`src/rtl/fdiv_seq.sv`:
```
// fdiv_seq: sequential single-precision divider, y = x1 / x2.
//
// Restoring division producing one quotient bit per clock, followed by a
// single round-to-nearest-even step. Subnormal operands count as zero.
// Every request takes the same number of cycles, special cases included,
// so the issue logic can count on a fixed latency.
//
// Optional feature macro: FDIV_NAN_INF_EN
//   defined   - exponent 255 is decoded as NaN/infinity
//   undefined - exponent 255 is an ordinary finite exponent
//
// Ports:
//   clk    in   sole clock, rising edge
//   rstn   in   asynchronous active-low reset
//   x1     in   dividend, sampled on the accepting edge
//   x2     in   divisor, sampled on the accepting edge
//   start  in   request, accepted on an edge where start && ready
//   ready  out  high when a request can be accepted
//   y      out  quotient, meaningful while valid is high, held afterwards
//   valid  out  one-cycle result strobe
module fdiv_seq (
  input  logic        clk,
  input  logic        rstn,
  input  logic [31:0] x1,
  input  logic [31:0] x2,
  input  logic        start,
  output logic        ready,
  output logic [31:0] y,
  output logic        valid
);

  typedef enum logic [1:0] {
    IDLE  = 2'd0,
    CALC  = 2'd1,
    ROUND = 2'd2
  } state_t;

  state_t             state_q, state_d;
  logic [4:0]         cnt_q, cnt_d;
  logic [24:0]        r_q, r_d;
  logic [23:0]        mb_q, mb_d;
  logic [25:0]        quo_q, quo_d;
  logic               sign_q, sign_d;
  logic signed [9:0]  ediff_q, ediff_d;
  logic               spec_q, spec_d;
  logic [31:0]        spec_val_q, spec_val_d;
  logic [31:0]        y_q, y_d;
  logic               valid_q, valid_d;

  // Special-case decode of the live operands, used only on the accepting edge.
  logic               spec_hit;
  logic [31:0]        spec_val;
  logic [24:0]        r_sub;
  logic               q_bit;

  // Normalise the raw quotient, round to nearest even and pack, applying
  // overflow to infinity and underflow to zero after rounding.
  function automatic logic [31:0] round_pack(
    input logic              s,
    input logic [25:0]       q,
    input logic              rem_nz,
    input logic signed [9:0] ed
  );
    logic [22:0]       man;
    logic              g;
    logic              st;
    logic signed [9:0] e;
    logic [23:0]       sum;
    if (q[25]) begin
      man = q[24:2];
      g   = q[1];
      st  = q[0] | rem_nz;
      e   = ed + 10'sd127;
    end else begin
      man = q[23:1];
      g   = q[0];
      st  = rem_nz;
      e   = ed + 10'sd126;
    end
    sum = {1'b0, man} + {23'd0, (g & (st | man[0]))};
    // An all-ones fraction rounding up wraps to 1.0 of the next binade.
    if (sum[23]) begin
      man = 23'd0;
      e   = e + 10'sd1;
    end else begin
      man = sum[22:0];
    end
    if (e <= 10'sd0) begin
      return {s, 31'd0};
    end else if (e >= 10'sd255) begin
      return {s, 8'hff, 23'd0};
    end else begin
      return {s, e[7:0], man};
    end
  endfunction

  always_comb begin
    logic       sgn;
    logic       a_zero;
    logic       b_zero;
`ifdef FDIV_NAN_INF_EN
    logic       a_nan;
    logic       b_nan;
    logic       a_inf;
    logic       b_inf;
`endif
    sgn      = x1[31] ^ x2[31];
    a_zero   = (x1[30:23] == 8'd0);
    b_zero   = (x2[30:23] == 8'd0);
    spec_hit = 1'b0;
    spec_val = 32'd0;
`ifdef FDIV_NAN_INF_EN
    a_nan = (x1[30:23] == 8'hff) && (x1[22:0] != 23'd0);
    b_nan = (x2[30:23] == 8'hff) && (x2[22:0] != 23'd0);
    a_inf = (x1[30:23] == 8'hff) && (x1[22:0] == 23'd0);
    b_inf = (x2[30:23] == 8'hff) && (x2[22:0] == 23'd0);
    if (a_nan || b_nan || (a_inf && b_inf) || (a_zero && b_zero)) begin
      spec_hit = 1'b1;
      spec_val = 32'h7fc00000;
    end else if (a_inf) begin
      spec_hit = 1'b1;
      spec_val = {sgn, 8'hff, 23'd0};
    end else if (b_inf) begin
      spec_hit = 1'b1;
      spec_val = {sgn, 31'd0};
    end else
`endif
    // A zero divisor wins over a zero dividend, so 0/0 lands on infinity.
    if (b_zero) begin
      spec_hit = 1'b1;
      spec_val = {sgn, 8'hff, 23'd0};
    end else if (a_zero) begin
      spec_hit = 1'b1;
      spec_val = {sgn, 31'd0};
    end
  end

  // One restoring step on the current remainder.
  assign q_bit = (r_q >= {1'b0, mb_q});
  assign r_sub = q_bit ? (r_q - {1'b0, mb_q}) : r_q;

  always_comb begin
    state_d    = state_q;
    cnt_d      = cnt_q;
    r_d        = r_q;
    mb_d       = mb_q;
    quo_d      = quo_q;
    sign_d     = sign_q;
    ediff_d    = ediff_q;
    spec_d     = spec_q;
    spec_val_d = spec_val_q;
    y_d        = y_q;
    valid_d    = 1'b0;
    unique case (state_q)
      IDLE: begin
        if (start) begin
          sign_d     = x1[31] ^ x2[31];
          ediff_d    = $signed({2'b00, x1[30:23]}) - $signed({2'b00, x2[30:23]});
          r_d        = {2'b01, x1[22:0]};
          mb_d       = {1'b1, x2[22:0]};
          quo_d      = 26'd0;
          spec_d     = spec_hit;
          spec_val_d = spec_val;
          cnt_d      = 5'd25;
          state_d    = CALC;
        end
      end
      CALC: begin
        // r_sub < mb < 2^24, so the shift never loses a set bit.
        r_d   = r_sub << 1;
        quo_d = {quo_q[24:0], q_bit};
        cnt_d = cnt_q - 5'd1;
        if (cnt_q == 5'd0) begin
          state_d = ROUND;
        end
      end
      ROUND: begin
        y_d     = spec_q ? spec_val_q : round_pack(sign_q, quo_q, (r_q != 25'd0), ediff_q);
        valid_d = 1'b1;
        state_d = IDLE;
      end
      default: begin
        state_d = IDLE;
      end
    endcase
  end

  always_ff @(posedge clk or negedge rstn) begin
    if (!rstn) begin
      state_q    <= IDLE;
      cnt_q      <= 5'd0;
      r_q        <= 25'd0;
      mb_q       <= 24'd0;
      quo_q      <= 26'd0;
      sign_q     <= 1'b0;
      ediff_q    <= 10'sd0;
      spec_q     <= 1'b0;
      spec_val_q <= 32'd0;
      y_q        <= 32'd0;
      valid_q    <= 1'b0;
    end else begin
      state_q    <= state_d;
      cnt_q      <= cnt_d;
      r_q        <= r_d;
      mb_q       <= mb_d;
      quo_q      <= quo_d;
      sign_q     <= sign_d;
      ediff_q    <= ediff_d;
      spec_q     <= spec_d;
      spec_val_q <= spec_val_d;
      y_q        <= y_d;
      valid_q    <= valid_d;
    end
  end

  // Ready rises in the same cycle as the valid strobe, allowing back-to-back issue.
  assign ready = (state_q == IDLE);
  assign y     = y_q;
  assign valid = valid_q;

endmodule

```
`config.mk`:
```
export PLATFORM = sky130hd
export DESIGN_NAME = fdiv_seq
export DESIGN_NICKNAME = d
export VERILOG_FILES = /design/src/rtl/fdiv_seq.sv
export SDC_FILE = /design/constraint.sdc
export NUM_CORES = 1
export LEC_CHECK = 0
export ABC_AREA = 1
export CORE_MARGIN = 3
export CORE_UTILIZATION = 45
export DETAILED_ROUTE_END_ITERATION = 8
export GPL_TIMING_DRIVEN = 0
export PLACE_DENSITY_LB_ADDON = 0.25
export SYNTH_ARGS = -nofsm -noshare
export SYNTH_HDL_FRONTEND = slang
export SYNTH_SLANG_ARGS = --single-unit
```
`constraint.sdc`:
```
create_clock -name clk -period 3.4 [get_ports clk]
set_input_delay 0.34 -clock clk [delete_from_list [all_inputs] [get_ports clk]]
set_output_delay 0.34 -clock clk [all_outputs]
set_load 0.01 [all_outputs]
```
==> summary.txt, run 1 <==
Route
  • DRC: 0
  • Iteration-0 DRC Markers: slightly above 400
  • WL/cell: 13.9 um
  • Total number of vias: between 8,000 and 9,000
  • Via/cell ratio: 5.04
  • DRT Wirelength: 22.3 mm
  • Routed Antenna Nets: 0
  • Pre-antenna DRT Iters: 6

Power
  • Worst VDD drop: just over 0.0005 V
  • Flop pwr share: between 20% and 30%
  • Net switching power: about 4.9 mW
  • P per Cell Area: 989 nW/um^2
  • Comb pwr share: around three fifths
  • Switch share: 46.6%
  • Clock share of power: between 10% and 20%
  • P_int: 5.64 mW
  • Leakage: between 5 and 6 nW

Critical path
  • WP data required: around 3.8 ns
  • Worst path arrival time: around 3.4 ns
  • Reg-to-reg endpoint: r_q[23]
  • Worst path max stage delay: between 0.4 and 0.5 ns
  • Worst-case reg-to-reg path depth: 15
  • CP endpoint kind: flop
  • Reg2reg start: r_q[0]
  • CP Launch Type: flop
  • Most common cell on crit path: nand2_1
  • Worst path slowest cell: o21ai_0
  • Kind of critical path: flop to flop
  • CP Max Fanout: 3
  • CP Cell Sequence: inv_1 -> ha_1 -> fa_1 -> o21ai_0 -> nand2_1 -> nand2_1 -> nand2_1 -> nand2_1 -> a21boi_0 -> o21ai_0 -> nand2_1 -> nand2_1 -> xor2_1 -> nand2_1 -> a21boi_0
  • R2r setup slk: 0.33 ns

Timing
  • Tmin final: slightly above 3 ns
  • Final setup vio count: 0
  • Final hold viol count: 0
  • Rel. slew slack: roughly 50%
  • Max Slew Vio Count: 0
  • Unrepaired setup endpoints after global routing: false
  • Max Fclk: between 300 and 400 MHz
  • Clock skew: 0.00830 ns
  • Slew at the pin closest to its max-slew limit: roughly 0.76 ns
  • Tcrit/Tclk final: between 90% and 100%

Synthesis
  • Ys Warns: 0
  • Post-synth cell types: 50
  • Syn_area_per_cell: between 7 and 8 sq um
  • Post-synth EDFFs: 0
  • Synth Cell Area: just under 9000 sq um
  • Post-Synthesis Cells: between 1,000 and 1,500
  • Synth async-reset ratio: 100%
  • Ys flop type: dfrtp_1
  • Synth Register Bits: 128
  • Sequential share of the synthesized area: 36.7%
  • Syn nets: ~1,300

Clock tree
  • Worst-Skew Late Latency: between 0.4 and 0.5 ns
  • CTS tree: done
  • Clock transition at path regs: roughly 0.06 ns
  • H-tree lvl count: 4
  • CTS sink count: 128
  • Total CTS buffers: 17
  • Clk root buf: clkbuf_16
  • Post-CTS Setup Bufs: 0
  • CTS Buffer Depth: 2

Die
  • Die Area: approximately 21,000 sq um
  • Die width: ~150 um
  • Core ar.: 18,900 sq um
  • Initial Util: 46.2%
  • Die height: 145 um
  • # IOs: about 100
  • Rows: 50

Placement
  • Post-Place Cells: 1,576
  • Placer Congestion: between 0.8 and 0.9
  • PortBufs: 100
  • DP HPWL: around 17 mm

Finish
  • Post-Route Utilization: a little under three fifths
  • Antenna diodes: 0
  • Reg area: 3200 sq um
  • Number of fill cells: ~1,800
  • Layout area overhead: 22.5%
  • Share of layout cells above drive strength 1: under 10%
  • Nets@finish: around 1,400
  • Final cell count without fillers: around 1,600
  • Area of the multi-input gates: 4610 sq um

Status
  • Status: completed

Min path
  • Hold WC Path Type: primary input to asynchronous set/reset pin

Run
  • # Max-Cap Violations: 0

Global routing
  • Initial antenna violation count: 0
  • Total global routing overflow: 0
  • Largest net degree at the start of global routing: 87
  • Total GRT Usage: between 20% and 30%
  • Vias in the first global route: around 7,900
  • First-pass GRT wire length: about 37 mm
## registers in the layout, summed over array words and instances (netlist names)
| register | flops |
|---|---|
| y | 32 |
| quo_q | 26 |
| r_q | 25 |
| mb_q | 24 |
| ediff_q | 9 |
| cnt_q | 5 |
| spec_val_q | 2 |
| state_q | 2 |
| sign_q | 1 |
| spec_q | 1 |
| valid | 1 |
## routing by layer
metal	part of all wire, %	global-route usage (%)
met5	0	0
met2	47	36.5
met4	3.9	10.4
met1	45	26.6
met3	4.5	3.44
## layout by cell type (no fill, tap or decap), types with 4 or more instances in the layout
cell type,instances
o21bai_1,5
nand3_1,52
nor2_1,93
a21oi_1,49
buf_6,7
nor2_2,4
a21boi_0,6
nand2_1,343
o21ai_2,5
buf_1,4
nor4_1,8
o22ai_1,28
clkbuf_1,27
clkdlybuf4s50_1,99
nor3_1,9
o21ai_1,14
ha_1,39
clkbuf_8,7
o21ai_0,89
inv_1,175
xor2_1,29
clkbuf_16,17
nor2_4,9
dfrtp_1,128
nand3b_1,8
clkinv_2,4
nand2_2,12
a22oi_1,4
nand4_1,16
xnor2_1,10
o211ai_1,5
## cell usage after synthesis, drive strengths merged, types with 9 or more instances
library cell,n,share of area (%)
nand3,55,3.5
inv,178,7.7
clkbuf,26,1.1
nor2,106,5.5
buf,14,1.4
a21oi,49,2.8
ha,39,5.6
xnor2,10,1.0
nor3,9,0.52
nand2,356,16
dfrtp,128,37
o21ai,108,6.4
o22ai,28,2.0
xor2,30,3.2
nand4,18,1.4
## worst max path at each step
stage | startpoint | to | slack [ns]
3_5_place_dp | mb_q[0] | r_q[23] | 0.42
5_1_grt | r_q[10] | r_q[6] | 0.05
3_3_place_gp | rstn | r_q[20] | -3.03
4_1_cts | r_q[0] | r_q[23] | 0.34
2_1_floorplan | ediff_q[0] | y[18] | 0.88
6_report | r_q[0] | r_q[23] | 0.33
## final cells by class
| class | instances | share of cell area, % |
|---|---|---|
| Sequential cell | 128 | 30.0 |
| Clock buffer | 25 | 4.92 |
| Timing Repair Buffer | 102 | 9.73 |
| Tap cell | 260 | 3.04 |
| Inverter | 182 | 6.41 |
| Buffer | 40 | 2.04 |
| Clock inverter | 5 | 0.703 |
| Multi-Input combinational cell | 865 | 43.2 |
## critical path, delay by kind of cell, from the launching register on
family	cells	cell delay, ns
DFF	1	0.37
buffers and inverters	1	0.07
adders and majority gates	2	0.64
AOI/OAI and AO/OA	4	1.06
and+or+nand+nor	7	0.71
xor gates and xnor gates	1	0.15
## metrics by stage
| step | TNS [ns] | area, sq um | power, mW | setup slack (ns) | hold slack [ns] |
|---|---|---|---|---|---|
| after detailed placement | 0 | 10100 | 8.65 | 0.421 | 0.277 |
| final | 0 | 10700 | 10.6 | 0.334 | 0.393 |
| after global placement | -385.87 | 10000 | 8.54 | -3.03 | 0.441 |
| after floorplan | 0 | 8720 | 7.16 | 0.881 | 0.0444 |
| after CTS | 0 | 10700 | 10.6 | 0.343 | 0.402 |
| after global routing | 0 | 10700 | 11.7 | 0.0515 | 0.434 |
## cell families (layout without fill, tap and decap cells)
logic type	count (synthesis)	after routing	share of synthesized area [%]
AO/OA/AOI/OAI	223	223	14.6
XOR/XNOR	40	40	4.23
adder cells (fa/ha/maj)	41	41	6.06
buffers and inverters	222	354	10.3
flip-flops	128	128	36.7
AND/OR/NAND/NOR	561	561	28.0
## power by group through the flow
stage / logic, mW / registers [mW] / clock network (mW)
after global routing: 7.14 / 2.57 / 1.95
final: 6.21 / 2.50 / 1.86
after floorplan: 4.74 / 2.42 / 0
after detailed placement: 6.14 / 2.51 / 0
after CTS: 6.20 / 2.49 / 1.87
after global placement: 6.04 / 2.50 / 0
## repair_timing
item,4_1_cts,5_1_grt
hold buffers,1,0
resized for setup,0,0
endpoints found under the hold margin,42,0
No activity file was read; power rests on OpenSTA's default activity.
==> inputs of run 2 (changes only) <==
--- a/config.mk
+++ b/config.mk
@@ -10,6 +10,7 @@
 export CORE_UTILIZATION = 45
 export DETAILED_ROUTE_END_ITERATION = 8
 export GPL_TIMING_DRIVEN = 0
+export MAX_ROUTING_LAYER = met4
 export PLACE_DENSITY_LB_ADDON = 0.25
 export SYNTH_ARGS = -nofsm -noshare
 export SYNTH_HDL_FRONTEND = slang
==> summary.txt, run 2 (synthesis results as in run 1) <==
Finish
  • Most frequent cells in the layout: 343 x nand2_1, 175 x inv_1, 128 x dfrtp_1
  • Final Instance Area: 10,700 sq um (about the same)
  • Share of layout cells above drive strength 1: 6.30% (-0.0094 points)
  • Layout area overhead: 22.5% (about the same)
  • Post-Route Utilization: 56.5% (about the same)
  • Commonest non-fill, non-tap cell in the layout: nand2_1
  • Antenna diodes: 0 (unchanged)
  • Nets@finish: 1,444 (unchanged)
  • Max FFs per register: 32 (unchanged)

Status
  • Status: completed

Die
  • Die Area: 21,100 sq um (unchanged)
  • Core ar.: 18,900 sq um (unchanged)
  • # IOs: 101 (unchanged)
  • Die height: 145 um (unchanged)
  • Rows: 50 (unchanged)
  • Die width: 145 um (unchanged)
  • Initial Util: 46.2% (unchanged)

Critical path
  • Reg2reg start: r_q[0]
  • WP data required: 3.74 ns (about the same)
  • CP endpoint kind: flop
  • Kind of critical path: flop to flop
  • CP Launch Type: flop
  • CP Max Fanout: 3 (unchanged)
  • Reg-to-reg endpoint: r_q[23]
  • R2r setup slk: 0.39 ns (+0.05 ns)
  • Worst-case reg-to-reg path depth: 15 (unchanged)
  • Worst path arrival time: 3.36 ns (-0.05 ns)

Power
  • Power consumption: 10.6 mW (+0.23%)
  • P_int: 5.63 mW (-0.32%)
  • Switch share: 46.9% (+0.29 points)
  • P per Cell Area: 992 nW/um^2 (+0.24%)
  • Comb pwr share: 58.8% (about the same)
  • Flop pwr share: 23.6% (about the same)
  • Leakage: 5.06 nW (-0.37%)
  • Clock share of power: 17.6% (about the same)
  • Worst VDD drop: 0.000468 V (-8.4%)
  • Net switching power: 4.97 mW (+0.85%)

Route
  • DRC: 0 (unchanged)
  • WL/cell: 14.0 um (+0.84%)
  • Iteration-0 DRC Markers: 394 (-2.7%)
  • Via/cell ratio: 5.03 (-0.32%)
  • DRT Wirelength: 22.5 mm (+0.97%)
  • Routed Antenna Nets: 0 (unchanged)
  • Total number of vias: 8,089 (-0.20%)
  • Pre-antenna DRT Iters: 5 (-1)

Global routing
  • Total global routing overflow: 0 (unchanged)
  • Largest net degree at the start of global routing: 86 (-1.1%)
  • First-pass GRT wire length: 37.7 mm (+0.79%)
  • Total GRT Usage: 22.1% (+0.66 points)
  • Initial antenna violation count: 0 (unchanged)
  • Vias in the first global route: 7,894 (-0.62%)

Placement
  • Cell Area, Placed: 10,100 sq um (unchanged)
  • DP HPWL: 17.3 mm (+0.43%)
  • Placer Congestion: 0.899 (+0.66%)
  • PortBufs: 100 (unchanged)

Timing
  • Unrepaired setup endpoints after global routing: false
  • Worst hold slack: 0.403 ns (+0.0100 ns)
  • Slew at the pin closest to its max-slew limit: 0.715 ns (-0.0461 ns)
  • Max Fclk: 332 MHz (+1.7%)
  • Tcrit/Tclk final: 88.7% (-1.5 points)
  • Final setup vio count: 0 (unchanged)
  • Tmin final: 3.01 ns (-0.0514 ns)
  • Rel. slew slack: 51.9% (+3.1 points)
  • Max Slew Vio Count: 0 (unchanged)
  • Clock skew: 0.00984 ns (+0.00154 ns)
  • Setup TNS: 0 ns (unchanged)
  • Final hold viol count: 0 (unchanged)

Clock tree
  • CTS sink count: 128 (unchanged)
  • Total CTS buffers: 17 (unchanged)
  • CTS tree: done
  • Worst-Skew Late Latency: 0.42 ns (about the same)
  • Clock transition at path regs: 0.06 ns (about the same)
  • CTS Buffer Depth: 2 (unchanged)
  • Post-CTS Setup Bufs: 0 (unchanged)
  • H-tree lvl count: 4 (unchanged)
  • Hold bufs inserted after CTS: 1 (unchanged)
  • Clk root buf: clkbuf_16
  • Resized cells post-CTS: 0 (unchanged)

Run
  • # Max-Cap Violations: 0 (unchanged)

Min path
  • Hold WC Path Type: primary input to asynchronous set/reset pin
run 2: cell types whose count changed in the layout (fill, tap and decap cells not counted):
cell / change
clkbuf_8: -5
clkbuf_1: +2
bufinv_16: +1
clkinvlp_4: +4
run 2: per-layer routing:
layer / vias up / wire length, um / part of all wire [%] / GRT usage [%]
li1: 4155 / - / - / -
met1: 3719 / 10200 / 45 / 27.1
met2: 183 / 11000 / 49 / 37.7
met3: 32 / 905 / 4.0 / 3.62
met4: 0 / 440 / 2.0 / 6.93
met5: - / 0 / 0 / -
run 2: per-stage QoR:
stage,std cells,worst slack [ns]
detailed placement,1576,0.408
floorplan,1215,0.881
finish,1609,0.385
global placement,1575,-3.05
CTS,1609,0.384
global route,1609,0.0258
run 2: cell type report:
cell class	count	area (sq um)
clock inverter	10	135
sequential	128	3200
multi-input combinational	865	4610
inverter	182	684
tap	260	325
clock buffer	22	464
buffer	40	218
timing repair buffer	102	1040
fill	1854	8210
run 2: worst max-delay path: stages, from the launching register on:
cell and delay, ns:
dfrtp_1 0.36, inv_1 0.06, ha_1 0.22, fa_1 0.42, o21ai_0 0.45, nand2_1 0.10, nand2_1 0.17, nand2_1 0.07
nand2_1 0.11, a21boi_0 0.13, o21ai_0 0.30, nand2_1 0.08, nand2_1 0.08, xor2_1 0.15, nand2_1 0.07, a21boi_0 0.17
run 2: how the worst max path moves through the flow:
| stage | depth (start not counted) | to | startpoint | slack, ns |
|---|---|---|---|---|
| after global routing | 15 | r_q[23] | r_q[0] | 0.03 |
| final | 15 | r_q[23] | r_q[0] | 0.39 |
| after floorplan | 22 | y[18] | ediff_q[0] | 0.88 |
| after global placement | 1 | r_q[20] | rstn | -3.05 |
| after CTS | 14 | r_q[23] | mb_q[0] | 0.38 |
| after detailed placement | 14 | r_q[23] | mb_q[0] | 0.41 |
run 2: power by group through the flow:
stage / Combinational (mW) / Clock (mW) / Sequential, mW
after floorplan: 4.74 / 0 / 2.42
after global placement: 6.05 / 0 / 2.50
after detailed placement: 6.14 / 0 / 2.52
after CTS: 6.22 / 1.88 / 2.49
after global routing: 7.12 / 1.97 / 2.57
final: 6.23 / 1.87 / 2.50
==> inputs of run 3 (changes only) <==
--- a/config.mk
+++ b/config.mk
@@ -6,6 +6,7 @@
 export NUM_CORES = 1
 export LEC_CHECK = 0
 export ABC_AREA = 1
+export CAP_MARGIN = 20
 export CORE_MARGIN = 3
 export CORE_UTILIZATION = 45
 export DETAILED_ROUTE_END_ITERATION = 8
==> summary.txt, run 3 (synthesis results as in run 1) <==
Status
  • Status: completed

Clock tree
  • Total CTS buffers: 17 (unchanged)
  • CTS sink count: 128 (unchanged)
  • Clk root buf: clkbuf_16
  • CTS tree: done
  • Worst-Skew Late Latency: 0.42 ns (about the same)
  • Clock transition at path regs: 0.06 ns (about the same)
  • CTS Buffer Depth: 2 (unchanged)
  • H-tree lvl count: 4 (unchanged)

Timing
  • Clock skew: 0.00984 ns (unchanged)
  • Max Fclk: 332 MHz (unchanged)
  • Final Worst Setup Slack: 0.385 ns (unchanged)
  • Final hold viol count: 0 (unchanged)
  • Tcrit/Tclk final: 88.7% (unchanged)
  • Unrepaired setup endpoints after global routing: false
  • Slew at the pin closest to its max-slew limit: 0.715 ns (unchanged)
  • Tmin final: 3.01 ns (unchanged)
  • Rel. slew slack: 51.9% (unchanged)
  • Final setup vio count: 0 (unchanged)
  • Setup TNS: 0 ns (unchanged)
  • Max Slew Vio Count: 0 (unchanged)

Die
  • Core ar.: 18,900 sq um (unchanged)
  • Initial Util: 46.2% (unchanged)
  • # IOs: 101 (unchanged)
  • Die height: 145 um (unchanged)
  • Die width: 145 um (unchanged)
  • Die Area: 21,100 sq um (unchanged)
  • Rows: 50 (unchanged)

Route
  • Via/cell ratio: 5.03 (unchanged)
  • DRT Wirelength: 22.5 mm (unchanged)
  • Iteration-0 DRC Markers: 394 (unchanged)
  • Total number of vias: 8,089 (unchanged)
  • WL/cell: 14.0 um (unchanged)
  • DRC: 0 (unchanged)
  • Pre-antenna DRT Iters: 5 (unchanged)
  • Routed Antenna Nets: 0 (unchanged)

Finish
  • Share of layout cells above drive strength 1: 6.30% (unchanged)
  • Layout area overhead: 22.5% (unchanged)
  • Max FFs per register: 32 (unchanged)
  • Antenna diodes: 0 (unchanged)
  • Commonest non-fill, non-tap cell in the layout: nand2_1
  • Nets@finish: 1,444 (unchanged)
  • Most frequent cells in the layout: 343 x nand2_1, 175 x inv_1, 128 x dfrtp_1
  • Final cell count without fillers: 1,609 (unchanged)

Critical path
  • CP endpoint kind: flop
  • CP delay by family, top: compound AO/OA/AOI/OAI gates
  • Worst path slowest cell: o21ai_0
  • Crit. Startpoint: r_q[0]
  • Most common cell on crit path: nand2_1
  • CP Launch Type: flop
  • Kind of critical path: flop to flop
  • Worst path max stage delay: 0.45 ns (about the same)
  • WP data required: 3.74 ns (about the same)
  • CP Cell Sequence: inv_1 -> ha_1 -> fa_1 -> o21ai_0 -> nand2_1 -> nand2_1 -> nand2_1 -> nand2_1 -> a21boi_0 -> o21ai_0 -> nand2_1 -> nand2_1 -> xor2_1 -> nand2_1 -> a21boi_0
  • CP Max Fanout: 3 (unchanged)
  • Critical path buffers and inverters: 1 (unchanged)
  • Worst path arrival time: 3.36 ns (about the same)
  • Reg2reg start: r_q[0]

Global routing
  • Vias in the first global route: 7,894 (unchanged)
  • Initial antenna violation count: 0 (unchanged)
  • First-pass GRT wire length: 37.7 mm (unchanged)
  • Total global routing overflow: 0 (unchanged)
  • Largest net degree at the start of global routing: 86 (unchanged)
  • Total GRT Usage: 22.1% (unchanged)

Run
  • # Max-Cap Violations: 0 (unchanged)

Power
  • P per Cell Area: 992 nW/um^2 (unchanged)
  • Worst VDD drop: 0.000468 V (unchanged)
  • Leakage: 5.06 nW (unchanged)

Placement
  • Placer Congestion: 0.899 (unchanged)
  • PortBufs: 100 (unchanged)
  • DP HPWL: 17.3 mm (unchanged)
  • Post-Place Cells: 1,576 (unchanged)
  • Dpl ws: 0.408 ns (unchanged)

Min path
  • Hold WC Path Type: primary input to asynchronous set/reset pin
## run 3: cell counts in the layout (fill, tap and decap cells not counted)
No cell type changed its count.
## run 3: worst paths after layout
kind | end | slack (ns) | cells after the start
max in group asynchronous | r_q[17] | 2.22 | 3
min in group clk | mb_q[0] | 0.46 | 3
min reg2reg | mb_q[23] | 0.46 | 2
min | y[16] | 0.40 | 2
max reg2reg | r_q[23] | 0.39 | 15
max | r_q[23] | 0.39 | 15
## run 3: timing repair
item	CTS	global route
buffers inserted	0	0
hold buffers	1	0
resized for setup	0	0
hold endpoints to repair	43	0
## run 3: area by class of cell
cell class | instances | area, sq um
fill | 1854 | 8210
timing repair buffer | 102 | 1040
multi-input combinational | 865 | 4610
sequential | 128 | 3200
buffer | 40 | 218
inverter | 182 | 684
tap | 260 | 325
clock inverter | 10 | 135
clock buffer | 22 | 464
## run 3: worst register-to-register path, delay by kind of cell (launching register included)
family / cells / cell delay, ns
buf+inv: 1 / 0.06
compound gates: 4 / 1.05
flops: 1 / 0.36
simple gates: 7 / 0.68
xor+xnor: 1 / 0.15
fa+ha+maj: 2 / 0.64
## run 3: layer usage
metal	up-vias	track usage [%]	wire [um]
li1	4155	-	-
met1	3719	27.1	10200
met2	183	37.7	11000
met3	32	3.62	905
met4	0	6.93	440
met5	-	-	0
## run 3: through the flow
stage	cell area (sq um)	utilization (%)	hold WS (ns)	total power, mW
floorplan	8720	-	0.0444	7.16
global placement	10000	53.2	0.441	8.56
detailed placement	10100	53.3	0.285	8.65
CTS	10700	56.5	0.417	10.6
global route	10700	56.5	0.439	11.7
finish	10700	56.5	0.403	10.6
## run 3: where the power goes
group	internal [mW]	total, mW	switching [mW]	leakage (nW)
sequential	2.11	2.50	0.393	1.57
clock	1.19	1.87	0.678	0.282
combinational	2.33	6.23	3.90	3.20
total	5.63	10.6	4.97	5.06
